===== src/rtl/meter_display_ctrl.sv =====
// rtl/meter_display_ctrl.sv - parking-meter time keeping, BCD conversion and blinking 4-digit display
module meter_display_ctrl #(
   parameter int SCAN_DIV   = 100000,
   parameter int LOW_THRESH = 200,
   parameter int MAX_TIME   = 9999
) (
   input  logic        fastclk,
   input  logic        rst_n,
   input  logic        sec_tick,
   input  logic        blink_in,
   input  logic        add_req,
   input  logic [13:0] add_amt,
   output logic [13:0] time_left,
   output logic        expired,
   output logic [3:0]  an,
   output logic [6:0]  seg
);
   localparam int CW = (SCAN_DIV > 1) ? $clog2(SCAN_DIV) : 1;

   typedef enum logic [1:0] {S_IDLE, S_SHIFT, S_DONE} state_t;

   logic [13:0]   r_time;
   logic          r_expired;
   state_t        r_state;
   state_t        w_state_nxt;
   logic          w_start;
   logic [13:0]   r_bin;
   logic [13:0]   r_last;
   logic [15:0]   r_bcd;
   logic [15:0]   r_digits;
   logic [3:0]    r_iter;
   logic [CW-1:0] r_scan_cnt;
   logic [1:0]    r_digit_idx;
   logic [3:0]    r_an;
   logic [6:0]    r_seg;

   logic [14:0]   w_sum;
   logic [13:0]   w_base;
   logic [13:0]   w_time_nxt;
   logic [15:0]   w_adj;
   logic [3:0]    w_digit;
   logic          w_blank;

   function automatic logic [6:0] f_seg(input logic [3:0] d);
      case (d)
         4'd0:    f_seg = 7'b1000000;
         4'd1:    f_seg = 7'b1111001;
         4'd2:    f_seg = 7'b0100100;
         4'd3:    f_seg = 7'b0110000;
         4'd4:    f_seg = 7'b0011001;
         4'd5:    f_seg = 7'b0010010;
         4'd6:    f_seg = 7'b0000010;
         4'd7:    f_seg = 7'b1111000;
         4'd8:    f_seg = 7'b0000000;
         4'd9:    f_seg = 7'b0010000;
         default: f_seg = 7'b1111111;
      endcase
   endfunction

   // Saturating add happens before the tick decrement when both arrive together.
   always_comb begin
      w_sum  = {1'b0, r_time} + {1'b0, add_amt};
      w_base = r_time;
      if (add_req)
         w_base = (w_sum > 15'(MAX_TIME)) ? 14'(MAX_TIME) : w_sum[13:0];
      w_time_nxt = w_base;
      if (sec_tick)
         w_time_nxt = (w_base != 14'd0) ? w_base - 14'd1 : 14'd0;
   end

   always_ff @(posedge fastclk or negedge rst_n) begin
      if (!rst_n) begin
         r_time    <= 14'd0;
         r_expired <= 1'b1;
      end else begin
         r_time    <= w_time_nxt;
         r_expired <= (w_time_nxt == 14'd0);
      end
   end

   always_comb begin
      w_state_nxt = r_state;
      w_start     = 1'b0;
      case (r_state)
         S_IDLE: begin
            if (r_time != r_last) begin
               w_state_nxt = S_SHIFT;
               w_start     = 1'b1;
            end
         end
         S_SHIFT: if (r_iter == 4'd13) w_state_nxt = S_DONE;
         S_DONE:  w_state_nxt = S_IDLE;
         default: w_state_nxt = S_IDLE;
      endcase
   end

   always_comb begin
      w_adj = r_bcd;
      for (int k = 0; k < 4; k++)
         if (r_bcd[k*4 +: 4] >= 4'd5) w_adj[k*4 +: 4] = r_bcd[k*4 +: 4] + 4'd3;
   end

   always_ff @(posedge fastclk or negedge rst_n) begin
      if (!rst_n) begin
         r_state  <= S_IDLE;
         r_bin    <= 14'd0;
         r_last   <= 14'd0;
         r_bcd    <= 16'd0;
         r_digits <= 16'd0;
         r_iter   <= 4'd0;
      end else begin
         r_state <= w_state_nxt;
         if (w_start) begin
            r_bin  <= r_time;
            r_last <= r_time;
            r_bcd  <= 16'd0;
            r_iter <= 4'd0;
         end else if (r_state == S_SHIFT) begin
            r_bcd  <= {w_adj[14:0], r_bin[13]};
            r_bin  <= {r_bin[12:0], 1'b0};
            r_iter <= r_iter + 4'd1;
         end else if (r_state == S_DONE) begin
            r_digits <= r_bcd;
         end
      end
   end

   always_comb begin
      case (r_digit_idx)
         2'd0:    w_digit = r_digits[3:0];
         2'd1:    w_digit = r_digits[7:4];
         2'd2:    w_digit = r_digits[11:8];
         default: w_digit = r_digits[15:12];
      endcase
      w_blank = (r_time < 14'(LOW_THRESH)) && !blink_in;
   end

   // Scan keeps running while blanked so the digit phase is undisturbed.
   always_ff @(posedge fastclk or negedge rst_n) begin
      if (!rst_n) begin
         r_scan_cnt  <= '0;
         r_digit_idx <= 2'd0;
         r_an        <= 4'b1111;
         r_seg       <= 7'b1111111;
      end else begin
         if (r_scan_cnt == CW'(SCAN_DIV - 1)) begin
            r_scan_cnt  <= '0;
            r_digit_idx <= r_digit_idx + 2'd1;
         end else begin
            r_scan_cnt <= r_scan_cnt + 1'b1;
         end
         if (w_blank) begin
            r_an  <= 4'b1111;
            r_seg <= 7'b1111111;
         end else begin
            r_an  <= ~(4'b0001 << r_digit_idx);
            r_seg <= f_seg(w_digit);
         end
      end
   end

   assign time_left = r_time;
   assign expired   = r_expired;
   assign an        = r_an;
   assign seg       = r_seg;
endmodule


===== config.mk =====
export PLATFORM = sky130hd
export DESIGN_NAME = meter_display_ctrl
export DESIGN_NICKNAME = d
export VERILOG_FILES = /design/src/rtl/meter_display_ctrl.sv
export SDC_FILE = /design/constraint.sdc
export NUM_CORES = 1
export LEC_CHECK = 0
export CORE_MARGIN = 5
export CORE_UTILIZATION = 60
export DETAILED_ROUTE_END_ITERATION = 16
export PLACE_DENSITY = 0.81
export SYNTH_ARGS = -nofsm -noshare
export SYNTH_HDL_FRONTEND = slang
export SYNTH_SLANG_ARGS = --single-unit
export TNS_END_PERCENT = 5

===== constraint.sdc =====
create_clock -name fastclk -period 6.4 [get_ports fastclk]
set_input_delay 1.28 -clock fastclk [delete_from_list [all_inputs] [get_ports fastclk]]
set_output_delay 1.28 -clock fastclk [all_outputs]
set_load 0.005 [all_outputs]

==> metrics <==
clock buffer depth 2; Via density 6.083; Initial Util 60.46%; final wirelength 14540 µm; final worst-path setup slack 0.6996 ns; final hold violations 0; overall die area 0.01296 mm²; Sw Ratio 42.40%; GR Overflow Total 0; max_slew headroom 23.14%; antenna cells 0; ys async rst share 100.0%; max-cap violations 0; largest net degree at the start of global routing 79; outcome complete, no violations; setup bufs post-CTS 0; clk_lat worst skew 0.38 ns; worst slew pin tran 1.153 ns; post-synth net total 734; Port-buffer cells 44; global-route wire length before repair 24470 µm; cell row count 38; post-placement setup slack 0.3754 ns; commonest non-fill, non-tap cell in the layout dfrtp_1; Max Used Layer met4; remaining antenna violation count after routing 0; Switch Pwr 1384 µW; Reg2Reg Launch Point time_left[0]$_DFF_PN0_; area share of the largest cell type after synthesis 38.31%; CTS clk-pin slew, worst paths 0.10 ns; Layout Skew 0.01639 ns; sequential share of power 36.1%; Tmin final 5.700 ns; hold-critical path endpoint r_scan_cnt[4]$_DFF_PN0_; layout cell share with drive strength beyond 1 11.07%; Leakage 0.003150 µW; Critical Path Start Type input pin; routed via count 5250; CP Max Fanout 6; period utilization 89.07%; met3 WL post-DR 598 µm; startpoint of the worst hold path r_scan_cnt[4]$_DFF_PN0_; register area 0.002793 mm²; initial antenna violation count 0; Hold Buf Count CTS 0; Syn. warnings 0; post-synth cell types 71; max-slew violations 0; RSZ-0062 raised after global routing no; most frequent cells in the layout 99 x dfrtp_1, 85 x nand2_1, 55 x nor2_1, 43 x clkdlybuf4s50_1; DRT met1 WL 6244 µm; Crit path required time 6.67 ns; hold-critical path depth 1; crit end category flop; TNS Setup 0 ns; Clock power frac 14.4%; Worst VDD drop 213.9 µV; pwr dens 447.7 mW/mm²; synthesized area per cell 9.539 µm²; global-route usage over all layers 23.17%; Crit Path Class input pin to flop; Arr. time, crit path 5.97 ns; top cell type by total area after synthesis dfrtp_1; met2 wire len 7370 µm; Final Wtd Congestion 0.8797; Placed Cells 847; Final HPWL DP 10690 µm; count of nets after finishing 774; # fillers 849; Hold Crit Class flop to flop; register area share after synthesis 43.18%; Synth Instances 678; Die Y 113.8 µm; reg-to-reg endpoint expired$_DFF_PN1_; non-filler cells, final 863; Register-to-Register Path Depth 18; TritonCTS sink count 111; Layout area overhead 12.75%; number of global-route vias before repair 5260; number of primary I/O pins 45; Core ar. 0.01070 mm²; CTS tree yes; Synth Flop Type dfrtp_1; DRT Pass-1 Iters 5; synthesized area 0.006467 mm²; iteration-0 DRC count of the detailed router 378; number of flops mapped to enable cells by yosys 0; cts repair resizes 0; DRC viols 0; #FFs+latches synth 111; CTS Root Cell clkbuf_8; Pint 1880 µW; DR WL/cell 16.84 µm; r2r setup slk 1.49 ns; Fmax achieved 175.4 MHz; worst hold slack 0.4747 ns; endpoints failing setup 0; synth top area cells dfrtp_1 38%, ha_1 7.0%, nand2_1 4.9%; Multi-input gate area 0.003503 mm²; Max H-tree Level 3; die extent in x 113.8 µm; Num CTS Buffers 9; combinational power share 49.6%
state kept, by name, indices dropped and copies added, names as in the netlist:
signal	cells
r_iter	4
expired	1
seg	7
r_state	2
time_left	14
r_last	14
an	4
r_digits	16
r_digit_idx	2
r_bin	14
r_bcd	16
r_scan_cnt	17
metal layers:
layer	track usage (%)	up-vias
met2	40.01	150
met1	28.53	2567
met5	0	-
met3	4.881	29
li1	-	2504
met4	8.947	0
how the worst max path moves through the flow:
stage	depth (start not counted)	end	slack, ns	start
2_1_floorplan	19	expired$_DFF_PN1_	1.05	add_amt[0]
3_3_place_gp	19	expired$_DFF_PN1_	0.51	add_amt[0]
3_5_place_dp	19	expired$_DFF_PN1_	0.38	add_amt[0]
4_1_cts	19	expired$_DFF_PN1_	0.72	add_amt[0]
5_1_grt	20	expired$_DFF_PN1_	0.40	add_amt[0]
6_report	19	expired$_DFF_PN1_	0.70	add_amt[0]
final cells by class:
| cell class | instances | share of cell area (%) |
|---|---|---|
| Sequential cell | 111 | 38.30 |
| Multi-Input combinational cell | 519 | 48.04 |
| Inverter | 25 | 1.287 |
| Clock inverter | 6 | 1.253 |
| Tap cell | 140 | 2.402 |
| Clock buffer | 10 | 1.887 |
| Timing Repair Buffer | 52 | 6.829 |
Yosys cell counts (4+ instances only):
master / n
a21o_1: 8
a21oi_1: 33
a222oi_1: 5
a22oi_1: 14
a31oi_1: 5
and2_1: 9
and3_1: 8
clkbuf_1: 20
dfrtp_1: 99
dfstp_2: 12
ha_1: 36
inv_1: 23
mux2_2: 24
mux2i_1: 4
nand2_1: 85
nand2b_1: 9
nand3_1: 21
nand4_1: 6
nor2_1: 55
nor2b_1: 5
nor3_1: 16
nor4_1: 7
o21ai_0: 36
o22ai_1: 15
or3_1: 5
xnor2_1: 28
xor2_1: 27
power groups by stage:
stage	clock network [µW]	registers (µW)	logic, µW
final	469	1180	1620
after global placement	0	1170	1540
after detailed placement	0	1180	1610
after global routing	507	1200	1800
after CTS	478	1170	1610
after floorplan	0	1100	1190
logic make-up (layout without fill, tap and decap cells):
logic type	after synthesis	in the layout	share of synthesized area, %
buf+inv	48	93	2.921
simple gates	242	242	17.99
xor+xnor	55	55	7.448
fa+ha+maj	37	37	7.274
mux	28	28	4.798
flops	111	111	43.18
compound gates	157	157	16.39
worst max-delay path: stages:
cell and delay (ns):
clkdlybuf4s50_1 0.46, ha_1 0.19, inv_1 0.06, fa_1 0.40
nand2b_2 0.23, a211oi_4 0.31, o21ai_0 0.18, a222oi_1 0.34
a2111o_1 0.22, a31o_1 0.16, nand2_1 0.06, o21ai_0 0.14
ha_1 0.23, nand2_1 0.13, a221oi_2 0.24, nor4b_4 0.30
mux2i_1 0.14, or4b_1 0.55, a2111oi_2 0.34
through the flow:
stage | utilization (%) | cell area (µm²) | power, µW
floorplan | - | 6467 | 2286
detailed placement | 66.02 | 7063 | 2789
global placement | 66.02 | 7063 | 2708
global route | 68.16 | 7292 | 3507
finish | 68.16 | 7292 | 3264
CTS | 68.16 | 7292 | 3263
(Power assumes the default switching activity.)
